$ cat src/rtl/reg_seq_pkg.sv
// Shared types and decode for the register-file access sequencer.
// Instruction layout: [9:6] op, [5:4] rd, [3:2] rs0, [1:0] rs1.
package reg_seq_pkg;

    localparam int REG_DATA_W = 10;
    localparam int REG_ADDR_W = 2;
    localparam int INSTR_W    = 10;

    localparam int OP_MSB  = 9;
    localparam int OP_LSB  = 6;
    localparam int RD_MSB  = 5;
    localparam int RD_LSB  = 4;
    localparam int RS0_MSB = 3;
    localparam int RS0_LSB = 2;
    localparam int RS1_MSB = 1;
    localparam int RS1_LSB = 0;

    typedef enum logic [3:0] {
        OP_NOP = 4'd0,
        OP_ADD = 4'd1,
        OP_SUB = 4'd2,
        OP_AND = 4'd3,
        OP_OR  = 4'd4,
        OP_XOR = 4'd5,
        OP_MOV = 4'd6,
        OP_LDI = 4'd7
    } opcode_t;

    typedef enum logic [1:0] {
        ST_IDLE,
        ST_READ,
        ST_EXEC,
        ST_WRITE
    } state_t;

    typedef struct packed {
        logic rd0;
        logic rd1;
        logic wr;
        logic upd_c;
        logic upd_z;
        logic illegal;
    } op_ctrl_t;

    // Opcodes 8-15 are illegal and behave as NOP apart from the error flag.
    function automatic op_ctrl_t decode_op(input logic [3:0] op);
        op_ctrl_t c;
        c = '0;
        case (op)
            OP_NOP: c = '0;
            OP_ADD, OP_SUB: begin
                c.rd0 = 1'b1; c.rd1 = 1'b1; c.wr = 1'b1;
                c.upd_c = 1'b1; c.upd_z = 1'b1;
            end
            OP_AND, OP_OR, OP_XOR: begin
                c.rd0 = 1'b1; c.rd1 = 1'b1; c.wr = 1'b1; c.upd_z = 1'b1;
            end
            OP_MOV: begin
                c.rd0 = 1'b1; c.wr = 1'b1;
            end
            OP_LDI: c.wr = 1'b1;
            default: c.illegal = 1'b1;
        endcase
        return c;
    endfunction

endpackage

$ cat src/rtl/seq_alu.sv
// Combinational ALU for the sequencer; all arithmetic is unsigned modulo 2^DATA_W.
module seq_alu
    import reg_seq_pkg::*;
#(
    parameter int DATA_W = REG_DATA_W
) (
    input  logic [3:0]        op,
    input  logic [DATA_W-1:0] a,
    input  logic [DATA_W-1:0] b,
    input  logic [DATA_W-1:0] imm,
    output logic [DATA_W-1:0] result,
    output logic              carry,
    output logic              zero_valid,
    output logic              carry_valid
);

    logic [DATA_W:0] sum;
    logic [DATA_W:0] diff;

    assign sum  = {1'b0, a} + {1'b0, b};
    // The extra top bit of the difference is the borrow (set iff a < b).
    assign diff = {1'b0, a} - {1'b0, b};

    always_comb begin
        result      = '0;
        carry       = 1'b0;
        zero_valid  = 1'b0;
        carry_valid = 1'b0;
        case (op)
            OP_ADD: begin
                result = sum[DATA_W-1:0]; carry = sum[DATA_W];
                zero_valid = 1'b1; carry_valid = 1'b1;
            end
            OP_SUB: begin
                result = diff[DATA_W-1:0]; carry = diff[DATA_W];
                zero_valid = 1'b1; carry_valid = 1'b1;
            end
            OP_AND: begin result = a & b; zero_valid = 1'b1; end
            OP_OR:  begin result = a | b; zero_valid = 1'b1; end
            OP_XOR: begin result = a ^ b; zero_valid = 1'b1; end
            OP_MOV: result = a;
            OP_LDI: result = imm;
            default: result = '0;
        endcase
    end

endmodule

$ cat src/rtl/reg_access_sequencer.sv
// Initiator for a 4-entry register file: READ -> EXEC -> WRITE per instruction,
// one instruction in flight, all state on the falling edge of CLKb.
module reg_access_sequencer
    import reg_seq_pkg::*;
#(
    parameter int DATA_W = REG_DATA_W,
    parameter int ADDR_W = REG_ADDR_W
) (
    input  logic               CLKb,
    input  logic               RSTb,
    input  logic               IN_VALID,
    output logic               IN_READY,
    input  logic [INSTR_W-1:0] IN_INSTR,
    input  logic [DATA_W-1:0]  IN_IMM,
    output logic               ENR0,
    output logic               ENR1,
    output logic [ADDR_W-1:0]  RDA0,
    output logic [ADDR_W-1:0]  RDA1,
    input  logic [DATA_W-1:0]  Q0,
    input  logic [DATA_W-1:0]  Q1,
    output logic               ENW,
    output logic [ADDR_W-1:0]  WRA,
    output logic [DATA_W-1:0]  D,
    output logic               DONE,
    output logic [DATA_W-1:0]  RESULT,
    output logic               C,
    output logic               Z,
    output logic               ERR
);

    state_t             state_reg;
    logic [INSTR_W-1:0] instr_reg;
    logic [DATA_W-1:0]  imm_reg;
    logic [DATA_W-1:0]  result_reg;
    logic               c_reg;
    logic               z_reg;

    logic [3:0]         op;
    op_ctrl_t           ctrl;
    logic [DATA_W-1:0]  alu_result;
    logic               alu_carry;
    logic               alu_zero_valid;
    logic               alu_carry_valid;

    assign op   = instr_reg[OP_MSB:OP_LSB];
    assign ctrl = decode_op(op);

    seq_alu #(.DATA_W(DATA_W)) u_alu (
        .op          (op),
        .a           (Q0),
        .b           (Q1),
        .imm         (imm_reg),
        .result      (alu_result),
        .carry       (alu_carry),
        .zero_valid  (alu_zero_valid),
        .carry_valid (alu_carry_valid)
    );

    always_ff @(negedge CLKb or negedge RSTb) begin
        if (!RSTb) begin
            state_reg  <= ST_IDLE;
            instr_reg  <= '0;
            imm_reg    <= '0;
            result_reg <= '0;
            c_reg      <= 1'b0;
            z_reg      <= 1'b0;
        end else begin
            case (state_reg)
                ST_IDLE: begin
                    if (IN_VALID) begin
                        instr_reg <= IN_INSTR;
                        imm_reg   <= IN_IMM;
                        state_reg <= ST_READ;
                    end
                end
                ST_READ: state_reg <= ST_EXEC;
                ST_EXEC: begin
                    // NOP and illegal ops leave RESULT and the flags untouched.
                    if (ctrl.wr)
                        result_reg <= alu_result;
                    if (ctrl.upd_c && alu_carry_valid)
                        c_reg <= alu_carry;
                    if (ctrl.upd_z && alu_zero_valid)
                        z_reg <= (alu_result == '0);
                    state_reg <= ST_WRITE;
                end
                ST_WRITE: state_reg <= ST_IDLE;
                default:  state_reg <= ST_IDLE;
            endcase
        end
    end

    // Port strobes are pure decodes of the state flops, so reset clears them at once.
    always_comb begin
        IN_READY = (state_reg == ST_IDLE);
        ENR0     = (state_reg == ST_READ) && ctrl.rd0;
        ENR1     = (state_reg == ST_READ) && ctrl.rd1;
        RDA0     = (state_reg == ST_READ) ? instr_reg[RS0_MSB:RS0_LSB] : '0;
        RDA1     = (state_reg == ST_READ) ? instr_reg[RS1_MSB:RS1_LSB] : '0;
        ENW      = (state_reg == ST_WRITE) && ctrl.wr;
        WRA      = ENW ? instr_reg[RD_MSB:RD_LSB] : '0;
        D        = ENW ? result_reg : '0;
        DONE     = (state_reg == ST_WRITE);
        ERR      = (state_reg == ST_WRITE) && ctrl.illegal;
        RESULT   = result_reg;
        C        = c_reg;
        Z        = z_reg;
    end

endmodule

$ cat config.mk
export PLATFORM = sky130hd
export DESIGN_NAME = reg_access_sequencer
export DESIGN_NICKNAME = d
export VERILOG_FILES = /design/src/rtl/reg_seq_pkg.sv /design/src/rtl/seq_alu.sv /design/src/rtl/reg_access_sequencer.sv
export SDC_FILE = /design/constraint.sdc
export NUM_CORES = 1
export LEC_CHECK = 0
export ABC_AREA = 1
export CAP_MARGIN = 20
export CORE_MARGIN = 5
export CORE_UTILIZATION = 46
export DETAILED_ROUTE_END_ITERATION = 6
export GPL_ROUTABILITY_DRIVEN = 0
export PLACE_DENSITY = 0.77
export SYNTH_ARGS = -nofsm -noshare
export SYNTH_HDL_FRONTEND = slang
export SYNTH_HIERARCHICAL = 1
export SYNTH_SLANG_ARGS = --single-unit
$ cat constraint.sdc
create_clock -name CLKb -period 1.7 [get_ports CLKb]
set_input_delay 0.34 -clock CLKb [delete_from_list [all_inputs] [get_ports CLKb]]
set_output_delay 0.34 -clock CLKb [all_outputs]
set_load 0.02 [all_outputs]
# Yosys cells after proc, flatten, opt, wreduce, memory -nomap -nowiden
# Index checks and enable logic that the tools add are counted.
[op_classes]
reduce_logical = 16
mux = 13
add_sub_neg = 2
bitwise = 3
n_eq_ne = 11
[ops]
columns = ["operator", "count"]
rows = [
  ["$pmux 10 s7", 1],
  ["$eq 4x3->1 const B", 4],
  ["$add 10x10->11", 1],
  ["$sub 10x10->11", 1],
  ["$and 10x10->10", 1],
  ["$logic_not 10->1", 1],
  ["$mux 10", 1],
  ["$or 10x10->10", 1],
  ["$xor 10x10->10", 1],
  ["$eq 4x2->1 const B", 2],
  ["$mux 2", 4],
  ["$pmux 2 s4", 1],
  ["$reduce_and 2->1", 4],
  ["$reduce_or 8->1", 1],
  ["$reduce_or 7->1", 1],
  ["$reduce_or 6->1", 1],
  ["$mux 1", 5],
  ["$reduce_or 5->1", 1],
  ["$eq 2x2->1 const B", 2],
  ["$eq 4x1->1 const B", 1],
  ["$logic_and 1x1->1", 4],
  ["$logic_not 4->1", 1],
  ["$eq 2x1->1 const B", 1],
  ["$logic_not 2->1", 1],
  ["3 further kinds", 3],
]
[totals]
register_bits = 34
elab_cells = 51
out_inout_bits = 34
inputBits = 43

# Logic depth before layout (Yosys ltp)
[logic_depth]
word_depth = 5
mapped_depth = 18

# By module
# Netlist, hierarchy kept.
[modules_own_cells]
columns = ["module", "area_per_inst_um2", "n_inst", "cells_each"]
rows = [
  ["seq_alu", 1695.4, 1, 305],
  ["reg_access_sequencer", 1631.6, 1, 180],
]

==> results.yml <==
run_status:
  status: "finished, violations left"
  violations: "DRC, setup timing"
synth:
  avgSynthCellArea_um2: 6.860
  syn_area_um2: 3327
  synth_async_sr_flop_share_pct: 100.0
  yosysUniqueCellTypes: 36
  yosys.area.top_type: "dfrtn_1"
  yosys_warnings: 6
  yosys_register_bits: 34
  synthesis.nets: 566
  synth_edf_count: 0
  synth.area.top_cells: "dfrtn_1 (26%), ha_1 (14%), nand2_1 (12%)"
  synthCells: 485
  yosysSeqAreaShare_pct: 25.57
  synth_top_cells_by_count: "nand2_1 (107), inv_1 (77), nor2_1 (58), nand3_1 (57), ha_1 (36)"
  synth_top_cell_area_share_pct: 25.57
  synth_most_common_cell: "nand2_1"
  synth_ff_type: "dfrtn_1"
worst_setup_path:
  timing.critical_path.buf_inv: 3
  rr_endpoint: "Z"
  crit_slowest_cell: "ha_4"
  cp_cell_sequence: "buf_6 -> inv_6 -> ha_4 -> buf_6 -> nor2_4 -> nand3_2 -> nand3_4 -> nor2_1 -> nor2_1 -> nand2_1 -> nand4_1 -> nor2_1 -> nand3_1 -> nor2_1 -> nand2_1 -> nand2_1"
  worstPathRequired_ns: 1.00
  ff2ff_path_depth: 11
  critical_path_class: "in2reg"
  crit_top_cell: "nor2_1"
  startpoint_type: "input pin"
  cp-end-kind: "flip-flop"
  timing.rr.start: "instr_reg[9]"
  max_stage_delay_ns: 0.26
  r2r_slack_ns: -0.80
  crit_cells: 16
  cp.arrival_ns: 2.23
  critPathTopFamily: "simple AND/OR/NAND/NOR gates"
  cp_max_fo: 4
pwr:
  p_clk_share_pct: 11.3
  power.leakage_nw: 3.206
  p_sw_mw: 3.924
  p_per_area_nw_per_um2: 1293
  combPwrFrac_pct: 70.3
  seqPwrFrac_pct: 18.4
  internal_power_mw: 4.579
  power_mw: 8.503
  sw_frac_of_total_pct: 46.14
  vdd_ir_drop_max_v: 0.001431
hold_path:
  min_path_type: "reg2reg"
  min_to: "imm_reg[9]"
  hold_start: "imm_reg[9]"
  min_path_cells: 1
sta:
  holdWs_ns: 0.4820
  worstMarginPinSlew_ns: 0.5297
  grt_setup_unrepaired: "true"
  clock_skew_ns: 0.007373
  hold_violations: 0
  finalSetupViolCount: 60
  postLayoutSetupSlackWorst_ns: -1.226
  finalMaxSlewViolations: 0
  max_slew_margin_pct: 64.65
global_routing:
  grt.total_usage_pct: 33.84
  grt_pass1_wl_um: 23720
  grt_max_degree: 35
  grt_pass1_vias: 4866
  antenna_found_initial: 0
  grt.overflow.total: 0
finish:
  finalNonFillerCells: 814
  fin_nets: 795
  areaGrowthSynthToFinish_pct: 97.71
  drive_above_1_share_pct: 57.48
  n_antenna_cell: 0
place:
  dp_cells: 757
  pre_cts_slack_ns: -1.700
  dp_hpwl_um: 9011
  portBuffers: 76
detailed_routing:
  drt_wl_total_um: 19460
  remaining_drc_errors: 124
  vias: 5109
  drt-wirelength-per-cell_um: 23.90
  via_per_inst: 6.276
  drtPass1Iterations: 7
  drtAntennaViolNets: 0
  first_iter_violations: 779
clock_tree:
  cts_root_buf: "clkbuf_8"
  cts_tree: "done"
  insertion_delay_ns: 0.30
  ctsHtreeMaxLevel: 2
  clock_sinks: 34
  cts_hold_buffers: 0
  ctsLongestPathBuffers: 2
  cts_made_buffers: 5
  clk_pin_slew_ns: 0.05
die:
  dieArea_um2: 9034
  num_rows: 31
  ios: 77
  floorplan.die.height_um: 95.05
  core_um2: 7137
  start_util_pct: 46.62
  die_w_um: 95.05
run:
  drv_cap: 0
-- routing by layer --
metal / vias to the layer above / GRT usage, % / part of all wire [%]
met5: - / 0 / 0
li1: 2033 / - / -
met2: 544 / 59.89 / 46
met1: 2290 / 36.40 / 32
met4: 0 / 20.19 / 10
met3: 242 / 8.208 / 11
-- how the worst max path moves through the flow --
stage / startpoint / to / slack [ns]
after global placement: Q1[0] / Z / -1.62
final: Q1[4] / Z / -1.23
after floorplan: Q0[0] / Z / -0.90
after CTS: state_reg[1] / RDA1[1] / -0.94
after global routing: Q1[4] / Z / -1.25
after detailed placement: Q1[0] / Z / -1.70
-- worst register-to-register path, stage by stage, from the launching register on --
cell	delay (ns)
dfrtn_1	0.43
buf_4	0.20
nor2_1	0.22
nand2_1	0.26
inv_1	0.48
a21oi_1	0.18
nand2_1	0.18
nor2_1	0.08
nand3_1	0.11
nor2_1	0.07
nand2_1	0.09
nand2_1	0.06
-- logic make-up after synthesis --
| group | share of synthesized area, % |
|---|---|
| flops | 25.57 |
| compound gates | 11.81 |
| fa+ha+maj | 14.74 |
| buf+inv | 11.40 |
| simple gates | 30.58 |
| xor+xnor | 0.2633 |
| mux | 5.641 |
-- power groups by stage --
| stage | Sequential (mW) | Clock (mW) | Combinational (mW) |
|---|---|---|---|
| floorplan | 1.58 | 0 | 2.36 |
| global placement | 1.44 | 0 | 4.25 |
| detailed placement | 1.46 | 0 | 4.37 |
| CTS | 1.48 | 0.946 | 4.97 |
| global route | 1.58 | 0.999 | 6.20 |
| finish | 1.56 | 0.964 | 5.97 |
-- layout make-up --
type                       instances  area, um2
clock buffer                       6      82.58
clock inverter                     2      60.06
fill                             259      559.3
inverter                          84      411.6
multi-input combinational        358       2912
sequential                        34      850.8
tap                               99      123.9
timing repair buffer             231       2137
-- cells in the final DEF, fill, tap and decap left out, drive strengths merged, types with 2 or more instances in the layout --
| cell | count |
|---|---|
| ha | 36 |
| dlymetal6s2s | 2 |
| o211ai | 5 |
| buf | 201 |
| a21oi | 23 |
| clkdlybuf4s50 | 9 |
| clkbuf | 12 |
| nand4 | 6 |
| nor3 | 4 |
| dlygate4sd2 | 12 |
| mux2 | 14 |
| bufinv | 2 |
| fa | 2 |
| nor2 | 61 |
| o22ai | 7 |
| inv | 81 |
| nand2 | 110 |
| dfrtn | 34 |
| clkinv | 2 |
| nand3 | 58 |
| o21ai | 25 |
-- through the flow --
step / utilization, % / setup TNS, ns / instance area (um2)
final: 92.16 / -37.59 / 6578
after global routing: 92.16 / -38.83 / 6578
after CTS: 87.27 / -33.68 / 6228
after detailed placement: 77.21 / -63.24 / 5510
after global placement: 77.21 / -61.16 / 5510
after floorplan: - / -20.96 / 3881
-- repair_timing --
item,4_1_cts,5_1_grt
endpoints found under the setup margin,68,63
cloned,2,1
setup buffers,33,20
pin swaps,55,59
gates resized for setup,363,102
(Power assumes the default switching activity.)
